===== config.mk =====
export PLATFORM = sky130hd
export DESIGN_NAME = alu_result_fifo
export DESIGN_NICKNAME = d
export VERILOG_FILES = /design/src/rtl/alu_pkg.sv /design/src/rtl/fifo_mem.sv /design/src/rtl/alu_result_fifo.sv
export SDC_FILE = /design/constraint.sdc
export NUM_CORES = 1
export LEC_CHECK = 0
export ABC_AREA = 1
export CORE_MARGIN = 2
export CORE_UTILIZATION = 30
export CTS_CLUSTER_SIZE = 14
export DETAILED_ROUTE_END_ITERATION = 6
export PLACE_DENSITY = 0.6
export SLEW_MARGIN = 30
export SYNTH_ARGS = -nofsm -noshare
export SYNTH_HDL_FRONTEND = slang
export SYNTH_HIERARCHICAL = 1
export SYNTH_SLANG_ARGS = --single-unit

===== constraint.sdc =====
create_clock -name Clock -period 2.2 [get_ports Clock]
set_input_delay 0.44 -clock Clock [delete_from_list [all_inputs] [get_ports Clock]]
set_output_delay 0.44 -clock Clock [all_outputs]
set_load 0.02 [all_outputs]

===== src/rtl/alu_pkg.sv =====
// Shared definitions for the lab ALU and its downstream result FIFO.
package alu_pkg;

  localparam int ALU_N = 4;

  typedef enum logic [1:0] {
    ALU_ADD = 2'b00,
    ALU_OR  = 2'b01,
    ALU_AND = 2'b10,
    ALU_CAT = 2'b11
  } alu_func_t;

endpackage


===== src/rtl/fifo_mem.sv =====
// Register-array storage for the result FIFO: one write port, one asynchronous read port.
module fifo_mem #(
  parameter int W     = 8,
  parameter int DEPTH = 4,
  parameter int AW    = $clog2(DEPTH)
) (
  input  logic          clk,
  input  logic          we,
  input  logic [AW-1:0] waddr,
  input  logic [W-1:0]  wdata,
  input  logic [AW-1:0] raddr,
  output logic [W-1:0]  rdata
);

  logic [W-1:0] mem [DEPTH];

  // Contents are don't-care after reset, so the array carries no reset.
  always_ff @(posedge clk) begin
    if (we) mem[waddr] <= wdata;
  end

  assign rdata = mem[raddr];

endmodule


===== src/rtl/alu_result_fifo.sv =====
// Buffers 2N-bit ALU results in a first-word-fall-through FIFO, tracks the last
// accepted result and a sticky flag for results lost to a full FIFO.
module alu_result_fifo
  import alu_pkg::*;
#(
  parameter int N     = ALU_N,
  parameter int DEPTH = 4
) (
  input  logic                     Clock,
  input  logic                     Resetn,
  input  logic [2*N-1:0]           InData,
  input  logic                     InValid,
  output logic                     InReady,
  output logic [2*N-1:0]           OutData,
  output logic                     OutValid,
  input  logic                     OutReady,
  output logic [$clog2(DEPTH):0]   Count,
  output logic [2*N-1:0]           LastResult,
  output logic                     Dropped,
  input  logic                     ClearDrop
);

  localparam int W  = 2 * N;
  localparam int PW = $clog2(DEPTH);
  localparam int CW = PW + 1;

  logic [PW-1:0] wptr, rptr;
  logic          push, pop, drop;

  // A transfer happens on a rising edge where valid and ready are both high;
  // ready never depends on the other side's valid or ready in the same cycle.
  assign InReady  = (Count != CW'(DEPTH));
  assign OutValid = (Count != '0);
  assign push     = InValid && InReady;
  assign pop      = OutValid && OutReady;
  assign drop     = InValid && !InReady;

  always_ff @(posedge Clock or negedge Resetn) begin
    if (!Resetn) begin
      wptr       <= '0;
      rptr       <= '0;
      Count      <= '0;
      LastResult <= '0;
      Dropped    <= 1'b0;
    end else begin
      if (push) begin
        wptr       <= wptr + PW'(1);
        LastResult <= InData;
      end
      if (pop) rptr <= rptr + PW'(1);
      case ({push, pop})
        2'b10:   Count <= Count + CW'(1);
        2'b01:   Count <= Count - CW'(1);
        default: Count <= Count;
      endcase
      // A drop in the same cycle as ClearDrop keeps the flag set.
      if (drop)           Dropped <= 1'b1;
      else if (ClearDrop) Dropped <= 1'b0;
    end
  end

  fifo_mem #(
    .W     (W),
    .DEPTH (DEPTH),
    .AW    (PW)
  ) u_mem (
    .clk   (Clock),
    .we    (push),
    .waddr (wptr),
    .wdata (InData),
    .raddr (rptr),
    .rdata (OutData)
  );

endmodule

==> metrics.csv <==
metric,value,unit
status,"finished, final reports clean",
CP max-delay cell,clkdlybuf4s50_1,
initial core utilization,31.3,%
Diodes inserted,0,
CP Max Fanout,4,
final wirelength,4.22,mm
Vias,1518,
# Post-CTS Setup Buffers,0,
CTS Hold Bufs,0,
reg2reg path depth,11,
Final Cycle Share,93.4,%
number of cells on the critical path,3,
mapped cell area,0.00215,mm2
leading area contributor after synthesis,edfxtp_1,
first-pass GRT wire length,7.29,mm
final core utilization,40.6,%
Cells after Synth,224,
Clock Latency Late Sink,0.30,ns
Via-to-Cell Ratio,4.15,
MaxCap Viol Count,0,
Antenna Nets Post-Route,0,
Residual DRC,0,
vias in the first global route,1551,
Mapped Nets,239,
worst rel slew slack,82.8,%
critical path cell sequence,inv_1 > nand3_1 > clkdlybuf4s50_1,
Int Pwr,2.40,mW
Worst VDD drop,0.738,mV
Post-Syn Area per Cell,9.61,um2
row cnt,30,
die width,88.7,um
DR WL/cell,11.5,um
Power Density,1350,mW/mm2
hpwl dp,3.07,mm
Setup TNS,0,ns
#FFs+latches synth,48,
Slew @ Worst Pin,0.256,ns
first-pass iteration count of the detailed router,4,
total grt overflow,0,
Slew Limit Fails,0,
CP Class,reg2out,
RSZ-0062 raised after global routing,no,
I/O Pins,35,
Synth cell types,19,
sequential fraction of design power,35.6,%
achievable frequency,0.487,GHz
proportion of layout cells with a drive suffix above 1,9.26,%
clock skew,0.00670,ns
crit end category,output port,
Setup WS pre-CTS,0.0727,ns
main area contributors after synthesis,"edfxtp_1, dfrtp_1, nand2_1",
Worst Path Arrival,1.61,ns
Setup WS post-layout,0.146,ns
CTS max path bufs,2,
largest net degree at the start of global routing,17,
Core Box Area,0.00687,mm2
Layout Area Growth over Synthesis,29.6,%
GPL Wtd Cong,0.717,
Clock Sinks,48,
min Tclk post-route,2.05,ns
Setup-failing EPs final,0,
initial antenna violation count,0,
LEAKAGE,1.33,nW
Final Hold Vio Count,0,
non-filler cells in the finished layout,366,
port bufs,34,
Critical Path Source Type,flop,
Crit path max-delay family,buffers and inverters,
Syn. warnings,6,
Die ar.,0.00787,mm2
"Seq/Total Area, Yosys",63.3,%
register clock-pin slew on the reported worst setup and hold paths,0.09,ns
Post-CTS Resized,8,
Nets,284,
combinational fraction of design power,41.7,%
drt first-iter violations,63,
max incr delay on CP,0.63,ns
Net Sw Power,1.37,mW
Root Driver,clkbuf_8,
Switching Fraction,36.4,%
Min-Delay Path Class,in2async,
Min Hold Slack,0.450,ns
TritonCTS clock tree,done,
WP buf/inv,2,
number of CTS-inserted buffers,5,
power share of the clock group,22.6,%
number of cells after detailed placement,358,
die height,88.7,um
worst path required time,1.76,ns
H-Tree Depth,2,
total track usage,12.1,%
post-synth top area share,44.7,%
[per-stage QoR]
stage / area (um2) / power, mW
after floorplan: 2150 / 2.36
after global placement: 2640 / 2.99
final: 2790 / 3.77
after global routing: 2790 / 4.06
after detailed placement: 2640 / 3.03
after CTS: 2790 / 3.83
[cell usage after synthesis (all sizes together)]
library cell  count
xnor2             1
nor3              4
edfxtp           32
inv              51
dfrtp            16
nand3            31
o22ai             1
o21ai             1
nand4             1
nand2            77
fa                1
buf               7
ha                1
[flip-flops by register name, summed over array words and instances (netlist names)]
| register | cells |
|---|---|
| u_mem/mem | 32 |
| Count | 3 |
| wptr | 2 |
| LastResult | 8 |
| Dropped | 1 |
| rptr | 2 |
[final timing paths]
| path | endpoint | from | slack, ns |
|---|---|---|---|
| setup / recovery | OutValid | Count[2]$_DFFE_PN0P_ | 0.15 |
| hold / removal | Count[2]$_DFFE_PN0P_ | Resetn | 0.45 |
| setup reg to reg | Count[2]$_DFFE_PN0P_ | Count[2]$_DFFE_PN0P_ | 0.29 |
| hold reg to reg | LastResult[0]$_DFFE_PN0P_ | LastResult[0]$_DFFE_PN0P_ | 0.48 |
| max in group asynchronous | LastResult[4]$_DFFE_PN0P_ | Resetn | 1.56 |
| min in group Clock | LastResult[0]$_DFFE_PN0P_ | LastResult[0]$_DFFE_PN0P_ | 0.48 |
[power groups by stage]
stage                     Clock [mW]  Sequential (mW)  Combinational, mW
after detailed placement           0             1.36               1.67
after CTS                      0.875             1.35               1.61
after floorplan                    0             1.44              0.929
after global routing           0.911             1.37               1.77
after global placement             0             1.36               1.64
final                          0.854             1.34               1.57
[cells in the final DEF (no fill, tap or decap)]
| cell type | Yosys | layout |
|---|---|---|
| buf_4 | 2 | 11 |
| edfxtp_1 | 32 | 32 |
| o21ai_0 | 1 | 1 |
| nand3_1 | 30 | 30 |
| nand3_4 | 1 | 1 |
| inv_1 | 48 | 47 |
| nand2_1 | 76 | 76 |
| clkdlybuf4s50_1 | 0 | 26 |
| o22ai_1 | 1 | 1 |
| xnor2_1 | 1 | 1 |
| inv_4 | 1 | 1 |
| inv_2 | 2 | 3 |
| fa_1 | 1 | 1 |
| nor3_1 | 4 | 4 |
| nand4_1 | 1 | 1 |
| nand2_2 | 1 | 1 |
| dfrtp_1 | 16 | 16 |
| clkbuf_8 | 0 | 5 |
| dlygate4sd2_1 | 0 | 7 |
| dlymetal6s2s_1 | 0 | 1 |
| bufinv_16 | 0 | 3 |
| ha_1 | 1 | 1 |
[worst register-to-register path, cell delays in order, from the launching register on]
cell and delay, ns:
dfrtp_1 0.45, inv_1 0.08, nand3_1 0.16, nand2_1 0.11, inv_1 0.08, ha_1 0.17, inv_1 0.07, fa_1 0.39
nand2_1 0.11, nand3_1 0.08, nand2_1 0.06, nand2_1 0.05
[logic make-up (layout without fill, tap and decap cells)]
family | count (synthesis) | count (layout) | synth area share, %
simple gates | 113 | 113 | 22.6
buf+inv | 58 | 104 | 11.7
flops | 48 | 48 | 63.3
fa+ha+maj | 2 | 2 | 1.51
compound gates | 2 | 2 | 0.523
xor+xnor | 1 | 1 | 0.407
[metal layers]
layer	wire length (um)	vias up	global-route usage (%)
met4	59	0	3.72
met1	1930	699	15.7
met2	2060	32	19.9
met5	0	-	0
met3	171	7	3.17
li1	-	780	-
[cell type report]
cell class	instances	area, um2
clock buffers	5	68.8
clock inverters	3	90.1
fillers	659	4080
inverters	51	194
multi-input cells	118	538
flip-flops and latches	48	1360
well taps	96	120
repair buffers	45	417
(Power assumes the default switching activity.)
